$ cat config.mk
export PLATFORM = sky130hd
export DESIGN_NAME = div_pipe_flat
export DESIGN_NICKNAME = d
export VERILOG_FILES = /design/src/rtl/div_pipe_if.sv /design/src/rtl/div_pipe.sv /design/src/flat_wrapper.sv
export SDC_FILE = /design/constraint.sdc
export NUM_CORES = 2
export LEC_CHECK = 0
export ABC_AREA = 1
export ABC_CLOCK_PERIOD_IN_PS = 42900
export BUFFER_PORTS_ARGS = -buffer_cell sky130_fd_sc_hd__buf_2
export CAP_MARGIN = 15
export CORE_AREA = 5 5 342 344
export CTS_CLUSTER_DIAMETER = 50
export DETAILED_ROUTE_END_ITERATION = 6
export DIE_AREA = 0 0 347 349
export PLACE_DENSITY = 0.77
export SYNTH_ARGS = -nofsm -noshare
export SYNTH_HDL_FRONTEND = slang
export SYNTH_SLANG_ARGS = --single-unit
$ cat constraint.sdc
create_clock -name clk -period 42.9 [get_ports clk]
set_input_delay 6.435 -clock clk [delete_from_list [all_inputs] [get_ports clk]]
set_output_delay 6.435 -clock clk [all_outputs]
set_load 0.01 [all_outputs]
$ cat src/rtl/div_pipe_if.sv
// div_pipe_if: handshake and data bundle for the pipelined divider.
//   Request side : in_valid, in_ready, in_signed, dividend, divisor, in_tag
//   Response side: out_valid, out_ready, quotient, remainder,
//                  div_by_zero, overflow, out_tag
//   modport slave  - the divider's view
//   modport master - the requester / consumer view
interface div_pipe_if #(
    parameter int WIDTH     = 16,
    parameter int TAG_WIDTH = 4
);
    logic                 in_valid;
    logic                 in_ready;
    logic                 in_signed;
    logic [WIDTH-1:0]     dividend;
    logic [WIDTH-1:0]     divisor;
    logic [TAG_WIDTH-1:0] in_tag;

    logic                 out_valid;
    logic                 out_ready;
    logic [WIDTH-1:0]     quotient;
    logic [WIDTH-1:0]     remainder;
    logic                 div_by_zero;
    logic                 overflow;
    logic [TAG_WIDTH-1:0] out_tag;

    modport slave (
        input  in_valid, in_signed, dividend, divisor, in_tag, out_ready,
        output in_ready, out_valid, quotient, remainder, div_by_zero, overflow, out_tag
    );

    modport master (
        output in_valid, in_signed, dividend, divisor, in_tag, out_ready,
        input  in_ready, out_valid, quotient, remainder, div_by_zero, overflow, out_tag
    );
endinterface

$ cat src/rtl/div_pipe.sv
// div_pipe: pipelined restoring integer divider with valid/ready flow control.
//   clk   - rising-edge clock
//   reset - asynchronous, active-high; clears all valid bits and outputs
//   bus   - div_pipe_if.slave: request (in_*/dividend/divisor), response
//           (out_*/quotient/remainder/div_by_zero/overflow)
// Pipeline: prep stage -> WIDTH/BITS_PER_STAGE iteration stages -> output
// stage. A single global advance signal stalls everything when the output is
// held, so latency is N+2 cycles without stalls and bubbles are kept.
module div_pipe #(
    parameter int WIDTH          = 16,
    parameter int BITS_PER_STAGE = 1,
    parameter int TAG_WIDTH      = 4
) (
    input logic       clk,
    input logic       reset,
    div_pipe_if.slave bus
);
    if (WIDTH < 2) begin : g_bad_width
        $error("div_pipe: WIDTH must be >= 2");
    end else if (BITS_PER_STAGE < 1 || (WIDTH % BITS_PER_STAGE) != 0) begin : g_bad_bps
        $error("div_pipe: BITS_PER_STAGE must divide WIDTH");
    end else if (TAG_WIDTH < 1) begin : g_bad_tag
        $error("div_pipe: TAG_WIDTH must be >= 1");
    end

    localparam int unsigned N   = WIDTH / BITS_PER_STAGE;
    localparam int unsigned BPS = BITS_PER_STAGE;
    localparam logic [WIDTH-1:0] MOST_NEG = {1'b1, {(WIDTH-1){1'b0}}};

    // pr holds {partial remainder, quotient/dividend bits} in magnitude form.
    typedef struct packed {
        logic                 valid;
        logic [2*WIDTH-1:0]   pr;
        logic [WIDTH-1:0]     dvs;
        logic                 neg_q;
        logic                 neg_r;
        logic                 zero;
        logic                 ovf;
        logic [TAG_WIDTH-1:0] tag;
    } stage_t;

    // Index 0 is the prep stage, 1..N are the iteration stages.
    stage_t stg_q [0:N];
    stage_t stg_d [0:N];

    logic                 out_valid_q, out_valid_d;
    logic [WIDTH-1:0]     quotient_q, quotient_d;
    logic [WIDTH-1:0]     remainder_q, remainder_d;
    logic                 div_by_zero_q, div_by_zero_d;
    logic                 overflow_q, overflow_d;
    logic [TAG_WIDTH-1:0] out_tag_q, out_tag_d;

    logic                 advance;
    logic [WIDTH-1:0]     q_mag;
    logic [WIDTH-1:0]     r_mag;

    function automatic logic [WIDTH-1:0] magnitude(input logic sgn, input logic [WIDTH-1:0] v);
        // Negating the most-negative value wraps to itself, which reads as
        // 2^(WIDTH-1) when treated as unsigned.
        return (sgn && v[WIDTH-1]) ? -v : v;
    endfunction

    // One restoring step; the compare is done WIDTH+2 bits wide so the borrow
    // of the (WIDTH+1)-bit shifted remainder minus divisor is exact.
    function automatic logic [2*WIDTH-1:0] div_step(input logic [2*WIDTH-1:0] pr,
                                                    input logic [WIDTH-1:0]   dvs);
        logic [WIDTH:0]   r_ext;
        logic [WIDTH+1:0] diff;
        r_ext = pr[2*WIDTH-1:WIDTH-1];
        diff  = {1'b0, r_ext} - {2'b00, dvs};
        if (diff[WIDTH+1]) begin
            return {r_ext[WIDTH-1:0], pr[WIDTH-2:0], 1'b0};
        end
        return {diff[WIDTH-1:0], pr[WIDTH-2:0], 1'b1};
    endfunction

    always_comb begin
        advance = !out_valid_q || bus.out_ready;
    end

    always_comb begin
        for (int unsigned i = 0; i <= N; i++) begin
            stg_d[i] = stg_q[i];
        end
        if (advance) begin
            stg_d[0].valid = bus.in_valid;
            stg_d[0].pr    = (2*WIDTH)'(magnitude(bus.in_signed, bus.dividend));
            stg_d[0].dvs   = magnitude(bus.in_signed, bus.divisor);
            stg_d[0].neg_q = bus.in_signed && (bus.dividend[WIDTH-1] ^ bus.divisor[WIDTH-1]);
            stg_d[0].neg_r = bus.in_signed && bus.dividend[WIDTH-1];
            stg_d[0].zero  = (bus.divisor == '0);
            stg_d[0].ovf   = bus.in_signed && (bus.dividend == MOST_NEG) && (&bus.divisor);
            stg_d[0].tag   = bus.in_tag;
            for (int unsigned i = 1; i <= N; i++) begin
                stg_d[i] = stg_q[i-1];
                for (int unsigned k = 0; k < BPS; k++) begin
                    stg_d[i].pr = div_step(stg_d[i].pr, stg_d[i].dvs);
                end
            end
        end
    end

    always_comb begin
        q_mag         = stg_q[N].pr[WIDTH-1:0];
        r_mag         = stg_q[N].pr[2*WIDTH-1:WIDTH];
        out_valid_d   = out_valid_q;
        quotient_d    = quotient_q;
        remainder_d   = remainder_q;
        div_by_zero_d = div_by_zero_q;
        overflow_d    = overflow_q;
        out_tag_d     = out_tag_q;
        if (advance) begin
            out_valid_d = stg_q[N].valid;
            out_tag_d   = stg_q[N].tag;
            if (stg_q[N].zero) begin
                // Dividing by zero subtracts nothing, so every quotient bit is
                // set and the magnitude remainder is |dividend|; restoring its
                // sign gives back the original dividend in both modes.
                quotient_d    = '1;
                remainder_d   = stg_q[N].neg_r ? -r_mag : r_mag;
                div_by_zero_d = 1'b1;
                overflow_d    = 1'b0;
            end else if (stg_q[N].ovf) begin
                quotient_d    = MOST_NEG;
                remainder_d   = '0;
                div_by_zero_d = 1'b0;
                overflow_d    = 1'b1;
            end else begin
                quotient_d    = stg_q[N].neg_q ? -q_mag : q_mag;
                remainder_d   = stg_q[N].neg_r ? -r_mag : r_mag;
                div_by_zero_d = 1'b0;
                overflow_d    = 1'b0;
            end
        end
    end

    always_ff @(posedge clk or posedge reset) begin
        if (reset) begin
            for (int unsigned i = 0; i <= N; i++) begin
                stg_q[i] <= '0;
            end
            out_valid_q   <= 1'b0;
            quotient_q    <= '0;
            remainder_q   <= '0;
            div_by_zero_q <= 1'b0;
            overflow_q    <= 1'b0;
            out_tag_q     <= '0;
        end else begin
            for (int unsigned i = 0; i <= N; i++) begin
                stg_q[i] <= stg_d[i];
            end
            out_valid_q   <= out_valid_d;
            quotient_q    <= quotient_d;
            remainder_q   <= remainder_d;
            div_by_zero_q <= div_by_zero_d;
            overflow_q    <= overflow_d;
            out_tag_q     <= out_tag_d;
        end
    end

    always_comb begin
        bus.in_ready    = advance;
        bus.out_valid   = out_valid_q;
        bus.quotient    = quotient_q;
        bus.remainder   = remainder_q;
        bus.div_by_zero = div_by_zero_q;
        bus.overflow    = overflow_q;
        bus.out_tag     = out_tag_q;
    end
endmodule
$ cat src/flat_wrapper.sv
// flat-port wrapper written by rule: the top's interface ports become plain ports
module div_pipe_flat 
#(
    parameter int WIDTH          = 16,
    parameter int BITS_PER_STAGE = 1,
    parameter int TAG_WIDTH      = 4
)
  (clk, reset, bus_in_valid, bus_in_signed, bus_dividend, bus_divisor, bus_in_tag, bus_out_ready, bus_in_ready, bus_out_valid, bus_quotient, bus_remainder, bus_div_by_zero, bus_overflow, bus_out_tag);
  div_pipe_if #(.WIDTH(WIDTH), .TAG_WIDTH(TAG_WIDTH)) bus_i ();
  input logic clk;
  input logic reset;
  input wire logic [$bits(bus_i.in_valid)-1:0] bus_in_valid;
  input wire logic [$bits(bus_i.in_signed)-1:0] bus_in_signed;
  input wire logic [$bits(bus_i.dividend)-1:0] bus_dividend;
  input wire logic [$bits(bus_i.divisor)-1:0] bus_divisor;
  input wire logic [$bits(bus_i.in_tag)-1:0] bus_in_tag;
  input wire logic [$bits(bus_i.out_ready)-1:0] bus_out_ready;
  output wire logic [$bits(bus_i.in_ready)-1:0] bus_in_ready;
  output wire logic [$bits(bus_i.out_valid)-1:0] bus_out_valid;
  output wire logic [$bits(bus_i.quotient)-1:0] bus_quotient;
  output wire logic [$bits(bus_i.remainder)-1:0] bus_remainder;
  output wire logic [$bits(bus_i.div_by_zero)-1:0] bus_div_by_zero;
  output wire logic [$bits(bus_i.overflow)-1:0] bus_overflow;
  output wire logic [$bits(bus_i.out_tag)-1:0] bus_out_tag;
  assign bus_i.in_valid = bus_in_valid;
  assign bus_i.in_signed = bus_in_signed;
  assign bus_i.dividend = bus_dividend;
  assign bus_i.divisor = bus_divisor;
  assign bus_i.in_tag = bus_in_tag;
  assign bus_i.out_ready = bus_out_ready;
  assign bus_in_ready = bus_i.in_ready;
  assign bus_out_valid = bus_i.out_valid;
  assign bus_quotient = bus_i.quotient;
  assign bus_remainder = bus_i.remainder;
  assign bus_div_by_zero = bus_i.div_by_zero;
  assign bus_overflow = bus_i.overflow;
  assign bus_out_tag = bus_i.out_tag;
  div_pipe #(.WIDTH(WIDTH), .BITS_PER_STAGE(BITS_PER_STAGE), .TAG_WIDTH(TAG_WIDTH)) u_core (.clk(clk), .reset(reset), .bus(bus_i));
endmodule
# Yosys cells after proc, flatten, opt, wreduce, memory -nomap -nowiden
# Index checks and enable logic that the tools add are counted.
op_classes:
  bitwise_logic: 1
  n_addsub: 20
  n_mux: 75
  multipliers: 0
  reduce_logical: 9
  div: 0
  eq_ne: 1
  order_cmp: 0
  shift: 0
ops:
  columns: ["cell", "n"]
  rows:
  - ["$mux W32", 32]
  - ["$sub A17 B16 Y18", 15]
  - ["$mux W16", 8]
  - ["$neg A16 Y16", 4]
  - ["$mux W1", 35]
  - ["$sub A1 B16 Y17", 1]
  - ["$eq A16 B16 Y1 const B", 1]
  - ["$logic_not A16 Y1", 1]
  - ["$reduce_and A16 Y1", 1]
  - ["$logic_and A1 B1 Y1", 5]
  - ["$logic_not A1 Y1", 1]
  - ["$logic_or A1 B1 Y1", 1]
  - ["$xor A1 B1 Y1", 1]
totals:
  ram_bits: 0
  romBits: 0
  latch_bits: 0
  ff_bits: 976
  inputBits: 41
  memories: 0
  out_inout_bits: 40
  word_cells: 247

# Longest topological paths before layout
depth:
  ltp_word: 4
  ltp_mapped: 14
  depth_no_buf: 14

# Least setup slack after synthesis
# Ideal clock, no wire load.
synth_timing:
  kind: "input to output"
  from: "input bus_out_ready"
  to: "output bus_in_ready"
  t_arrival_ns: 7.168
  required_ns: 36.465
  path_slack_ns: 29.297
  cell_stages: 5
  cell_sequence: "nor2_4 > inv_2 > buf_4 > buf_2 > clkbuf_1"
synth_via:
  elab_chain_len: 1
synth_lines:
  columns: ["item", "line", "rtl"]
  rows:
  - ["from (decl)", "flat_wrapper.sv:17", "input wire logic [$bits(bus_i.out_ready)-1:0] bus_out_ready;"]
  - ["$logic_or A1 B1 Y1", "div_pipe.sv:78", "advance = !out_valid_q || bus.out_ready;"]
  - ["to (decl)", "flat_wrapper.sv:18", "output wire logic [$bits(bus_i.in_ready)-1:0] bus_in_ready;"]
# No other way between the ends.

# Worst setup path in the final report
# Same ends and word-level chain as after synthesis.

==> impl_metrics.json <==
{
  "yosys_warnings": 0,
  "syn_inst": 7692,
  "grt_max_degree": 230,
  "hold_buffers": 0,
  "cts_sinks": 976,
  "drv_slew": 0,
  "fmax_mhz": 71.8,
  "violations": "DRC",
  "clkPwrFrac_pct": 19.1,
  "switching_power_w": 0.00250,
  "worstMarginPinSlew_ns": 1.06,
  "status": "finished, violations left",
  "htree_num_levels": 3,
  "syn_nets": 7995,
  "clk_pin_slew_ns": 0.06,
  "grt_pass1_wl_um": 241000,
  "finalCritPeriodShare_pct": 32.5,
  "vdd_ir_drop_max_mv": 0.0409,
  "place_congestion": 0.924,
  "dr.pass1.iters": 7,
  "drc": 1,
  "worstPathMaxFanout": 149,
  "nets": 7925,
  "cts-root-buf": "clkbuf_16",
  "die_area_sq_um": 121000,
  "rows": 124,
  "synth.distinct_cells": 45,
  "switching_share_pct": 47.2,
  "area_growth_pct": 9.04,
  "cts_buffers": 114,
  "crit_path_end_kind": "output port",
  "pwr-share-comb_pct": 51.7,
  "ys_seq_elements": 976,
  "power.leakage_nw": 33.4,
  "ys_seq_area_share_pct": 43.3,
  "synth_top_cell_area_share_pct": 43.3,
  "finalSetupViolCount": 0,
  "tns_ns": 0,
  "p_seq_share_pct": 29.3,
  "drive_above_1_share_pct": 5.63,
  "critPathKind": "in2out",
  "critPathArrivalTime_ns": 7.49,
  "track_usage_pct": 23.9,
  "p_per_area_nw_per_um2": 85.9,
  "overflow": 0,
  "rsz0062_at_grt": "no",
  "synth_area_sq_um": 56400,
  "cts_tree": "built",
  "cp.required_ns": 36.47,
  "vias_per_cell": 5.29,
  "worst_skew_pair.late_latency_ns": 0.71,
  "start_util_pct": 49.7,
  "hold_violations": 0,
  "start_kind": "primary input",
  "period_minus_slack_ns": 13.92,
  "synth.largest_area_cell": "dfrtp_1",
  "syn_avg_cell_area_sq_um": 7.34,
  "ant_nets": 0,
  "post-cts-setup-buffers": 0,
  "antenna_cells": 0,
  "cts.repair.resized": 0,
  "wl_per_cell_um": 15.9,
  "relSlewSlack_pct": 29.6,
  "first_global_vias": 46300,
  "wirelength_um": 147000,
  "drtIter0Drc": 4458,
  "port_buffers": 80,
  "worstHoldPathType": "reg2reg",
  "clock_path_buffers": 3,
  "place_hpwl_um": 106000,
  "antenna_found_initial": 0,
  "die_w_um": 347,
  "ios": 81,
  "yosys-top-cells-area": "dfrtp_1 43%, nand2_1 20%, inv_1 6.5%",
  "r2r_slack_ns": 38.18,
  "fin_skew_ns": 0.0317,
  "power_w": 0.00529,
  "core_sq_um": 114000,
  "post-route-util_pct": 54.2,
  "p_int_w": 0.00279,
  "maxCapViolCount": 0,
  "die_h_um": 349,
  "vias": 48800
}
cells in the mapped netlist (all sizes together):
cell type  instances
dfrtp            976
a211oi             1
o21a               3
fa                15
inv              986
nand3            696
o21ai            385
o21bai             3
nand4            330
buf              188
ha               247
o22ai             11
a21o              15
a31oi              1
o31ai              1
nor4               4
xor2              88
clkbuf           106
or2                7
nand3b            23
nand2           3054
o211ai             3
and2              29
nor3              59
xnor2             16
a21oi            179
nor2             265
clkinv             1
final cells by class:
cell class                      count  area (sq um)
Fill cell                       10800         52000
Multi-Input combinational cell   5435         26900
Sequential cell                   976         24400
Inverter                          987          3720
Clock buffer                      145          3180
Tap cell                         1512          1890
Clock inverter                     64           779
Timing Repair Buffer              108           673
final timing paths:
check | from | to | cells after the start
max in group asynchronous | reset | u_core.r_mag[15]$_DFFE_PP0P_ | 5
max | bus_out_ready | bus_in_ready | 4
min reg2reg | u_core.stg_q[547]$_DFFE_PP0P_ | u_core.stg_q[491]$_DFFE_PP0P_ | 2
min in group asynchronous | reset | u_core.stg_q[541]$_DFFE_PP0P_ | 2
min | u_core.stg_q[547]$_DFFE_PP0P_ | u_core.stg_q[491]$_DFFE_PP0P_ | 2
max reg2reg | u_core.bus.out_valid$_DFFE_PP0P_ | u_core.stg_q[554]$_DFFE_PP0P_ | 9
state kept, by name, indices dropped and copies added (netlist names):
register / cells
u_core.bus.quotient: 16
u_core.stg_q: 905
u_core.r_mag: 16
u_core.bus.out_tag: 4
u_core.q_mag: 16
u_core.bus.out_valid: 1
u_core.bus.remainder: 16
u_core.bus.overflow: 1
u_core.bus.div_by_zero: 1
critical path, cell delays in order:
cell	delay, ns
buf_2	0.10
nor2_4	0.06
inv_8	0.48
buf_2	0.30
per-layer routing:
| layer | track usage (%) | share of wire (%) | up-vias | wire, um |
|---|---|---|---|---|
| li1 | - | - | 24400 | - |
| met4 | 6.90 | 3.0 | 0 | 4440 |
| met1 | 33.9 | 46 | 23000 | 67400 |
| met2 | 39.0 | 46 | 1261 | 67700 |
| met3 | 2.74 | 4.9 | 240 | 7210 |
| met5 | 0 | 0 | - | 0 |
stage by stage:
step	hold WS, ns	instance area [sq um]	setup slack [ns]	std cells
finish	0.445	61500	28.98	9227
global route	0.473	61500	28.89	9227
CTS	0.438	61500	28.99	9227
detailed placement	0.450	57600	29.00	9018
global placement	0.450	57600	28.98	9018
floorplan	0.440	56400	9.01	7692
power groups by stage:
stage	clock network, W	logic (W)	registers [W]
final	0.00101	0.00273	0.00155
after detailed placement	0	0.00270	0.00156
after floorplan	0	0.00212	0.00147
after global placement	0	0.00265	0.00155
after CTS	0.00102	0.00272	0.00154
after global routing	0.00107	0.00312	0.00159
cell usage in the layout (no fill, tap or decap), types with 24 or more instances in the layout:
master,netlist,layout
a21oi_1,152,152
and2_1,24,24
buf_2,148,80
clkbuf_16,0,115
dfrtp_1,976,976
ha_1,247,247
inv_1,983,982
nand2_1,3010,3010
nand2_4,30,30
nand3_1,682,682
nand4_1,330,330
nor2_1,256,256
nor3_1,43,43
o21ai_0,345,345
o21ai_1,39,39
xor2_1,88,88
cells by family (layout without fill, tap and decap cells):
group                      Yosys count  in the layout  synth area share (%)
and+or+nand+nor                   4467           4467                  34.2
adders and majority gates          262            262                  6.01
AOI/OAI and AO/OA                  602            602                  5.83
xor gates and xnor gates           104            104                  1.61
DFF                                976            976                  43.3
buffers and inverters             1281           1304                  9.11
Power figures use the tool's default switching activity.
